## src/rtl/mem_access_ctrl.sv

```systemverilog
// mem_access_ctrl: byte-addressed load/store front end for a word-indexed
// data memory. Byte and halfword stores are done as read-modify-write. Loads
// are extracted from the addressed lanes and sign- or zero-extended.
// Responses use a valid/ready handshake, so the pipeline can stall on memory.
module mem_access_ctrl #(
  parameter int ADDR_BITS = 7
) (
  input  logic        i_clk,
  input  logic        i_rst_n,
  input  logic        i_req_valid,
  output logic        o_req_ready,
  input  logic        i_req_store,
  input  logic [1:0]  i_req_size,
  input  logic        i_req_signed,
  input  logic [31:0] i_req_addr,
  input  logic [31:0] i_req_wdata,
  output logic        o_rsp_valid,
  input  logic        i_rsp_ready,
  output logic [31:0] o_rsp_rdata,
  output logic        o_rsp_err,
  output logic [31:0] o_md_adr,
  output logic [31:0] o_md_din,
  output logic        o_md_w,
  output logic        o_md_r,
  input  logic [31:0] i_md_dout
);

  typedef enum logic [1:0] {
    IDLE  = 2'd0,
    READ  = 2'd1,
    WRITE = 2'd2,
    RESP  = 2'd3
  } state_t;

  localparam logic [1:0] SZ_BYTE = 2'b00;
  localparam logic [1:0] SZ_HALF = 2'b01;
  localparam logic [1:0] SZ_WORD = 2'b10;
  localparam logic [1:0] SZ_ILL  = 2'b11;

  state_t      r_state;
  state_t      w_nxt;

  // request fields latched at accept
  logic        r_store;
  logic [1:0]  r_size;
  logic        r_signed;
  logic [1:0]  r_off;
  logic [31:0] r_wdata;

  // output flops
  logic [31:0] r_md_adr;
  logic [31:0] r_md_din;
  logic        r_md_w;
  logic        r_md_r;
  logic        r_rsp_valid;
  logic        r_rsp_err;
  logic [31:0] r_rsp_rdata;

  logic        w_accept;
  logic        w_err;
  logic [4:0]  w_sh;
  logic [31:0] w_shifted;
  logic [31:0] w_load;
  logic [31:0] w_mask;
  logic [31:0] w_merged;

  assign w_accept = i_req_valid && (r_state == IDLE);

  // Reject illegal size, misaligned half/word, or address beyond MD depth.
  always_comb begin
    w_err = 1'b0;
    if (i_req_size == SZ_ILL)                                w_err = 1'b1;
    if (i_req_size == SZ_HALF && i_req_addr[0])             w_err = 1'b1;
    if (i_req_size == SZ_WORD && (i_req_addr[1:0] != 2'b0)) w_err = 1'b1;
    if (|i_req_addr[31:ADDR_BITS+2])                         w_err = 1'b1;
  end

  // Lane alignment: extract for loads, merge for partial stores.
  always_comb begin
    w_sh      = {r_off, 3'b000};
    w_shifted = i_md_dout >> w_sh;
    w_load    = i_md_dout;
    w_mask    = 32'h0000_00FF << w_sh;
    case (r_size)
      SZ_BYTE: w_load = {{24{r_signed & w_shifted[7]}},  w_shifted[7:0]};
      SZ_HALF: w_load = {{16{r_signed & w_shifted[15]}}, w_shifted[15:0]};
      default: w_load = i_md_dout;
    endcase
    if (r_size == SZ_HALF) w_mask = 32'h0000_FFFF << w_sh;
    w_merged = (i_md_dout & ~w_mask) | ((r_wdata << w_sh) & w_mask);
  end

  // State register.
  always_ff @(posedge i_clk or negedge i_rst_n) begin
    if (!i_rst_n) r_state <= IDLE;
    else          r_state <= w_nxt;
  end

  // Next-state logic.
  always_comb begin
    w_nxt = r_state;
    case (r_state)
      IDLE: begin
        if (w_accept) begin
          if (w_err)                    w_nxt = RESP;
          else if (!i_req_store)        w_nxt = READ;
          else if (i_req_size == SZ_WORD) w_nxt = WRITE;
          else                          w_nxt = READ;
        end
      end
      READ:    w_nxt = r_store ? WRITE : RESP;
      WRITE:   w_nxt = RESP;
      RESP:    if (i_rsp_ready) w_nxt = IDLE;
      default: w_nxt = IDLE;
    endcase
  end

  // Strobes and response-valid are registered from the next state so every
  // MD/RSP output comes straight from a flop.
  always_ff @(posedge i_clk or negedge i_rst_n) begin
    if (!i_rst_n) begin
      r_md_r      <= 1'b0;
      r_md_w      <= 1'b0;
      r_rsp_valid <= 1'b0;
    end else begin
      r_md_r      <= (w_nxt == READ);
      r_md_w      <= (w_nxt == WRITE);
      r_rsp_valid <= (w_nxt == RESP);
    end
  end

  // Request latch, address, write data and response data.
  always_ff @(posedge i_clk or negedge i_rst_n) begin
    if (!i_rst_n) begin
      r_store     <= 1'b0;
      r_size      <= SZ_BYTE;
      r_signed    <= 1'b0;
      r_off       <= 2'b0;
      r_wdata     <= 32'h0;
      r_md_adr    <= 32'h0;
      r_md_din    <= 32'h0;
      r_rsp_err   <= 1'b0;
      r_rsp_rdata <= 32'h0;
    end else if (w_accept) begin
      r_store     <= i_req_store;
      r_size      <= i_req_size;
      r_signed    <= i_req_signed;
      r_off       <= i_req_addr[1:0];
      r_wdata     <= i_req_wdata;
      r_md_adr    <= {{(32-ADDR_BITS){1'b0}}, i_req_addr[ADDR_BITS+1:2]};
      r_rsp_err   <= w_err;
      r_rsp_rdata <= 32'h0;
      // word stores skip READ, so the write word is ready at accept
      if (i_req_store && i_req_size == SZ_WORD && !w_err)
        r_md_din  <= i_req_wdata;
    end else if (r_state == READ) begin
      if (r_store) r_md_din    <= w_merged;
      else         r_rsp_rdata <= w_load;
    end
  end

  assign o_req_ready = (r_state == IDLE);
  assign o_rsp_valid = r_rsp_valid;
  assign o_rsp_rdata = r_rsp_rdata;
  assign o_rsp_err   = r_rsp_err;
  assign o_md_adr    = r_md_adr;
  assign o_md_din    = r_md_din;
  assign o_md_w      = r_md_w;
  assign o_md_r      = r_md_r;

  a_strobe_excl: assert property (@(posedge i_clk) disable iff (!i_rst_n)
    !(r_md_r && r_md_w));

endmodule

```

## config.mk

```make
export PLATFORM = sky130hd
export DESIGN_NAME = mem_access_ctrl
export DESIGN_NICKNAME = d
export VERILOG_FILES = /design/src/rtl/mem_access_ctrl.sv
export SDC_FILE = /design/constraint.sdc
export NUM_CORES = 1
export LEC_CHECK = 0
export CORE_MARGIN = 2
export CORE_UTILIZATION = 30
export DETAILED_ROUTE_END_ITERATION = 16
export GPL_TIMING_DRIVEN = 0
export PLACE_DENSITY = 0.64
export SYNTH_ARGS = -nofsm -noshare
export SYNTH_HDL_FRONTEND = slang
export SYNTH_SLANG_ARGS = --single-unit
```

## constraint.sdc

```tcl
create_clock -name i_clk -period 1.95 [get_ports i_clk]
set_input_delay 0.39 -clock i_clk [delete_from_list [all_inputs] [get_ports i_clk]]
set_output_delay 0.39 -clock i_clk [all_outputs]
set_load 0.005 [all_outputs]
```

After elaboration in Yosys (flattened, before gate mapping) --
Index checks and enable logic that the tools add are counted.
Storage, ports and cells: bits in registers 115, input port bits 104, output and inout bits 101, logic and storage cells 69
Cells by class: eq/ne operators 12, shifts and indexed selects 4, muxes and demuxes 20, bitwise logic cells 6, reductions and logical operators 14
Operators by type and width (count):
- $mux W32 | 8
- $and A32 B32 Y32 | 2
- $pmux W32 S2 | 1
- $not A32 Y32 | 1
- $or A32 B32 Y32 | 1
- $shl A16 B5 Y32 const A | 1
- $shl A32 B5 Y32 | 1
- $shl A8 B5 Y32 const A | 1
- $shr A32 B5 Y16 | 1
- $reduce_or A23 Y1 | 1
- $eq A2 B2 Y1 const B | 6
- $mux W2 | 5
- $eq A2 B1 Y1 const B | 4
- $pmux W2 S4 | 1
- $reduce_bool A2 Y1 | 3
- $logic_and A1 B1 Y1 | 5
- $mux W1 | 5
- $logic_not A2 Y1 | 2
- $ne A2 B1 Y1 const B | 2
- $reduce_and A3 Y1 | 1
- $and A1 B1 Y1 | 2
- $reduce_and A2 Y1 | 1
- $logic_not A1 Y1 | 1

Depth between registers and ports, before layout --
Gate-level depths: netlist (run 1).
depth after elaboration 9, mapped depth 8

Least setup slack after synthesis (run 1) --
No wires, ideal clock.
path type register to register, start point register r_state[1], end point register r_md_din[0], in the netlist o_md_din[0], library setup time 125 ps, arrival 1736 ps, path slack 89 ps, stages on the path, launching flop included 6, buffers on the path 1, period minus slack after synthesis 1861 ps, path through dfrtp_1 > mux2_2 > a22o_1 > nand4_2 > buf_2 > mux2_2
On the way: cells in the longest elaborated chain, start to end 4, elaborated cells between the ends (all ways) 8, classes of those cells 2 x eq/ne; 1 x mux; 5 x reduce/logical
RTL lines:
- from (decl) | RTL line 40 | state_t r_state;
- from (signal assigned) | RTL line 96 | else r_state <= w_nxt;
- $logic_not A2 Y1 | RTL line 67 | assign w_accept = i_req_valid && (r_state == IDLE);
- $logic_and A1 B1 Y1 | RTL line 67
- $ne A2 B1 Y1 (no line) / $reduce_bool A2 Y1 (equally long branches)
- $reduce_and A3 Y1 (no line)
- to (signal assigned) | RTL line 155 | r_md_din <= i_req_wdata;
- to (signal assigned) | RTL line 157 | if (r_store) r_md_din <= w_merged;
- to (decl) | RTL line 52 | logic [31:0] r_md_din;
Parallel ways exist; a longest one is shown, timed or not. A chain may end at the register's enable or synchronous reset.

Worst setup path in the final report (run 1) --
Ends and elaborated chain as after synthesis.

==> run summary, run 1 <==
Pwr Density: 1544 mW/mm^2
Syn Std Cell Area: 0.005261 mm^2
synth unique cells: 48
Mapped Cells: 529
initial antenna violation count: 0
Fmax: 0.5164 GHz
fillers: 1,643
Max clock buf depth: 2
most common cell after layout, fill and taps aside: clkdlybuf4s50_1
leakage power: 0.003873 uW
Yosys reg bits: 99
Crit Path Class: flop to flop
Root Driver: clkbuf_16
die width: 136.4 um
Vias: 4,975
All-Layer GR Usage: 0.2055
Area Overhead vs Synth: 55.89%
share of layout cells above drive strength 1: 0.1958
DRT antenna net count: 0
Setup crit end kind: flop
Initial Utilization: 0.3052
number of remaining DRC errors: 0
Power Total: 12,670 uW
CTS hold repair buffers: 0
global-route wire length before repair: 28.37 mm
crit path time final: 1.937 ns
top post-synthesis cells by area: dfrtp_1, mux2_2, nand2_1, a221o_1, mux2i_1
mean post-synth cell area: 9.946 um^2
reg2reg path depth: 6
Setup-failing EPs final: 0
RePlAce Congestion: 0.9274
first-pass detailed-route iteration total: 5
Worst R2R Start: r_state[1]
area of the multi-input gates: 0.002615 mm^2
most used flip-flop cell after synthesis: dfrtp_1
clk sinks: 99
clk_lat worst skew: 0.35 ns
Worst-path clk slew: 0.07 ns
routed wire length per instance: 19.46 um
Synth area leader: dfrtp_1
Seq/Total Area, Yosys: 0.4709
core box area: 0.01724 mm^2
Max Cap Viol: 0
IO Pins: 205
Slew Limit Fails: 0
vias per cell: 5.020
final net count: 866
WL final: 19.29 mm
Die Area: 0.01861 mm^2
Max transition margin: 0.5924
run status: complete, no violations
largest net degree at the start of global routing: 55
post-place instance area: 0.007440 mm^2
H-tree levels: 3
Hold Path Class: input port to async pin
most frequent cells in the layout: clkdlybuf4s50_1, dfrtp_1, nand2_1
unrepaired setup endpoints after global routing: yes
Max VDD drop: 0.6119 mV
number of synthesized flops with an enable pin: 0
yosys warns: 0
critical path data arrival time: 2.18 ns
number of core rows: 48
Synth async-reset ratio: 1.000
Die Height: 136.4 um
Least-Margin Pin Slew: 0.6114 ns
Required @ worst endpoint: 2.19 ns
CP startpoint: r_state[1]
DR iter-0 viols: 303
port bufs: 178
vias in the first global route: 4,884
Detail Placement HPWL: 14.67 mm
Post-Route Skew: 0.008906 ns
Final Cell Area: 0.008202 mm^2
critical path startpoint category: flop
total grt overflow: 0
FF/Latch Area: 0.002480 mm^2
CTS tree: built
critical-path maximum fanout: 7
Num CTS Buffers: 9
final worst-path cycle share: 0.9931
ANT cells: 0
final hold viol count: 0
post-synth top area share: 0.4709
[repair_timing]
action                                  4_1_cts  5_1_grt
gates resized for setup                      28       54
gates cloned                                  0        3
setup buffers                                 8       10
pin swaps                                     4       12
endpoints found under the setup margin       73       64
[flip-flops by register name, summed over array words and instances, names as in the netlist, 2 cells and up]
signal,flops
r_state,2
r_size,2
r_wdata,16
o_md_din,32
r_off,2
o_md_adr,7
o_rsp_rdata,32
[cell families (layout without fill, tap and decap cells)]
group                  after synthesis  in the layout  share of synthesized area
DFF                                 99             99                     0.4709
AOI/OAI and AO/OA                  138            138                     0.1864
muxes                               59             59                     0.1225
and+or+nand+nor                    165            165                     0.1460
buffers and inverters               67            280                    0.07348
other                                1             25                  0.0007128
[cell type report]
type / instances / share of cell area
Clock buffer: 13 / 0.03173
Multi-Input combinational cell: 387 / 0.3188
Buffer: 61 / 0.05355
Sequential cell: 99 / 0.3024
Tap cell: 225 / 0.03432
Timing Repair Buffer: 200 / 0.2531
Inverter: 4 / 0.001831
Clock inverter: 2 / 0.004272
[synth_stat cells (2+ instances only)]
master	count
dfrtp_1	99
nand2_1	94
o21ai_0	43
mux2_2	32
a221o_1	31
nor2_1	31
buf_4	27
mux2i_1	25
a21oi_1	17
and3_1	16
a22oi_1	15
buf_2	15
clkbuf_1	15
a21o_1	8
o221ai_1	8
o22ai_1	7
nor4_1	5
buf_1	4
inv_1	3
nand2b_1	3
buf_6	2
nor2b_1	2
nor3_1	2
[routing by layer]
metal | part of all wire | wire [um] | track usage | up-vias
li1 | - | - | - | 2334
met1 | 0.45 | 8644 | 0.2848 | 2433
met2 | 0.47 | 9081 | 0.3208 | 173
met3 | 0.055 | 1053 | 0.04213 | 35
met4 | 0.026 | 511 | 0.06713 | 0
met5 | 0 | 0 | 0 | -
[worst paths after layout]
kind | to | slack (ns)
max in group asynchronous | o_rsp_rdata[18] | 1.21
hold reg to reg | o_md_adr[3] | 0.48
setup / recovery | o_md_din[0] | 0.01
min in group i_clk | r_size[0] | 0.36
hold / removal | o_md_adr[2] | 0.04
setup reg to reg | o_md_din[0] | 0.01
[where the power goes]
part / internal (uW) / switching, uW
clock network: 1060 / 788
registers: 3060 / 665
logic: 3940 / 3150
total: 8060 / 4610
[worst max-delay path: stages, from the launching register on]
cell	delay [ns]
dfrtp_2	0.47
mux2_4	0.33
a22o_4	0.28
nand4_4	0.09
buf_12	0.16
clkbuf_16	0.16
mux2_2	0.33
[per-stage QoR]
| stage | cells | util | hold WS (ns) | setup TNS (ns) | setup slack (ns) |
|---|---|---|---|---|---|
| 2_1_floorplan | 553 | - | 0.09441 | 0 | 0.08916 |
| 6_report | 991 | 0.4758 | 0.03767 | 0 | 0.01344 |
| 3_3_place_gp | 956 | 0.4302 | 0.4581 | -373.78 | -3.394 |
| 3_5_place_dp | 957 | 0.4316 | 0.4443 | -38.09 | -0.7169 |
| 4_1_cts | 980 | 0.4574 | 0.06437 | -0.04964 | -0.02929 |
| 5_1_grt | 991 | 0.4758 | 0.08790 | -0.09304 | -0.02302 |
Power figures use the tool's default switching activity.
==> inputs of run 2 (changes only) <==
--- a/config.mk
+++ b/config.mk
@@ -9,7 +9,6 @@
 export CORE_UTILIZATION = 30
 export DETAILED_ROUTE_END_ITERATION = 16
 export GPL_TIMING_DRIVEN = 0
-export PLACE_DENSITY = 0.64
 export SYNTH_ARGS = -nofsm -noshare
 export SYNTH_HDL_FRONTEND = slang
 export SYNTH_SLANG_ARGS = --single-unit
==> run summary, run 2 (same netlist as run 1, synthesis figures left out) <==
run status: finished, violations left (was complete, no violations)
failing checks: hold timing
final worst-path cycle share: 0.9767 (was 0.9931)
most frequent cells in the layout: clkdlybuf4s50_1, dfrtp_1, nand2_1 (unchanged)
largest net degree at the start of global routing: 66 (was 55)
first-pass detailed-route iteration total: 7 (was 5)
Pwr Density: 1553 mW/mm^2 (was 1544 mW/mm^2)
Fmax: 0.5251 GHz (was 0.5164 GHz)
initial antenna violation count: 0 (unchanged)
All-Layer GR Usage: 0.2094 (was 0.2055)
clk_lat worst skew: 0.35 ns (about the same)
critical path data arrival time: 2.14 ns (was 2.18 ns)
global-route wire length before repair: 29.05 mm (was 28.37 mm)
Setup-failing EPs final: 0 (unchanged)
Die Height: 136.4 um (unchanged)
DR iter-0 viols: 364 (was 303)
crit path time final: 1.905 ns (was 1.937 ns)
CTS tree: built (unchanged)
number of remaining DRC errors: 0 (unchanged)
Max transition margin: 0.6211 (was 0.5924)
clk sinks: 99 (unchanged)
Setup WS post-layout: 0.04543 ns (was 0.01344 ns)
total grt overflow: 0 (unchanged)
Worst-path clk slew: 0.07 ns (about the same)
critical-path maximum fanout: 10 (was 7)
Initial Utilization: 0.3052 (unchanged)
Setup crit end kind: flop (unchanged)
RePlAce Congestion: 0.9207 (was 0.9274)
critical path startpoint category: flop (unchanged)
WL final: 19.75 mm (was 19.29 mm)
Die Area: 0.01861 mm^2 (unchanged)
final net count: 865 (was 866)
vias in the first global route: 5,034 (was 4,884)
Required @ worst endpoint: 2.18 ns (was 2.19 ns)
Psw: 4602 uW (was 4608 uW)
Hold Path Class: input port to async pin (unchanged)
pre-CTS setup slack: -0.6523 ns (was -0.7169 ns)
share of layout cells above drive strength 1: 0.1961 (was 0.1958)
leakage power: 0.003867 uW (was 0.003873 uW)
die width: 136.4 um (unchanged)
P_int: 8118 uW (was 8059 uW)
core box area: 0.01724 mm^2 (unchanged)
Max clock buf depth: 2 (unchanged)
Vias: 5,095 (was 4,975)
Root Driver: clkbuf_16 (unchanged)
Finished Core Util: 0.4753 (was 0.4758)
Max Cap Viol: 0 (unchanged)
Num CTS Buffers: 9 (unchanged)
most common cell after layout, fill and taps aside: clkdlybuf4s50_1 (unchanged)
Post-Route Skew: 0.01212 ns (was 0.008906 ns)
clock network fraction of total power: 0.163 (was 0.146)
routed wire length per instance: 19.93 um (was 19.46 um)
final hold viol count: 3 (was 0)
unrepaired setup endpoints after global routing: yes (unchanged)
Max VDD drop: 0.6597 mV (was 0.6119 mV)
Slew Limit Fails: 0 (unchanged)
H-tree levels: 3 (unchanged)
vias per cell: 5.141 (was 5.020)
Net Sw Frac: 0.3618 (was 0.3638)
Least-Margin Pin Slew: 0.5662 ns (was 0.6114 ns)
port bufs: 178 (unchanged)
DRT antenna net count: 0 (unchanged)
Area Overhead vs Synth: 55.72% (was 55.89%)
Detail Placement HPWL: 15.24 mm (was 14.67 mm)
Min Hold Slack: -0.002977 ns (was 0.03767 ns)
IO Pins: 205 (unchanged)
number of core rows: 48 (unchanged)
CTS hold repair buffers: 0 (unchanged)
Comb power frac: 0.542 (was 0.560)
Crit Path Class: flop to flop (unchanged)
Reg power frac: 0.295 (was 0.294)
run 2: cell count changes in the layout (fill, tap and decap cells not counted), moves of 2 or more:
cell	change
buf_12	-2
buf_4	+3
buf_6	+2
bufinv_16	+2
clkbuf_16	-2
clkbuf_4	-2
clkbuf_8	-2
mux2_2	+2
mux2_4	-2
run 2: timing repair:
item / CTS / global route
hold endpoints to repair: 0 / 0
resized for setup: 25 / 57
pin swaps: 3 / 12
setup endpoints to repair: 82 / 64
cloned: 0 / 2
setup buffers: 6 / 13
run 2: critical path: stages (launching register included):
cell and delay [ns]:
dfrtp_2 0.46, mux2_2 0.36, a22o_4 0.27, nand4_4 0.16, buf_8 0.18, mux2_2 0.34
run 2: final cells by class:
class | count | area, um^2
Fill cell | 1583 | 9044
Multi-Input combinational cell | 387 | 2616
Sequential cell | 99 | 2480
Timing Repair Buffer | 200 | 2028
Buffer | 60 | 427.9
Tap cell | 225 | 281.5
Clock buffer | 11 | 242.7
Clock inverter | 4 | 98.84
Inverter | 4 | 15.01
Antenna cell | 1 | 2.502
run 2: metrics by stage:
step                      total power [uW]  instance area (um^2)  std cells  hold slack [ns]  setup TNS (ns)
after floorplan                       7042                  5351        553          0.09441               0
after global placement                9878                  7415        956           0.4631         -352.05
after detailed placement             10030                  7440        957           0.3941          -34.07
after CTS                            12310                  7891        976          0.01534         -0.4953
after global routing                 13550                  8190        990          0.03390         -0.3930
final                                12720                  8193        991        -0.002977               0
run 2: layer usage:
| metal | part of all wire | GRT usage |
|---|---|---|
| met3 | 0.060 | 0.02983 |
| met2 | 0.48 | 0.3356 |
| met4 | 0.022 | 0.07523 |
| met1 | 0.43 | 0.2885 |
| met5 | 0 | 0 |
run 2: final timing paths:
path | start | end | slack, ns | cells past startpoint
worst min-delay path | i_rst_n | o_md_din[2] | -0.003 | 1
worst max register to register | r_state[1] | o_md_din[27] | 0.05 | 5
worst max-delay path | r_state[1] | o_md_din[27] | 0.05 | 5
worst min register to register | o_md_adr[6] | o_md_adr[6] | 0.48 | 2
min in group i_clk | i_req_size[0] | r_size[0] | 0.37 | 3
max in group asynchronous | i_rst_n | r_state[0] | 1.23 | 2
run 2: power groups by stage:
stage               clock network (uW)  registers, uW  logic, uW
floorplan                            0           3670       3370
global placement                     0           3720       6160
detailed placement                   0           3750       6280
CTS                               2110           3740       6460
global route                      2200           3870       7480
finish                            2080           3750       6890
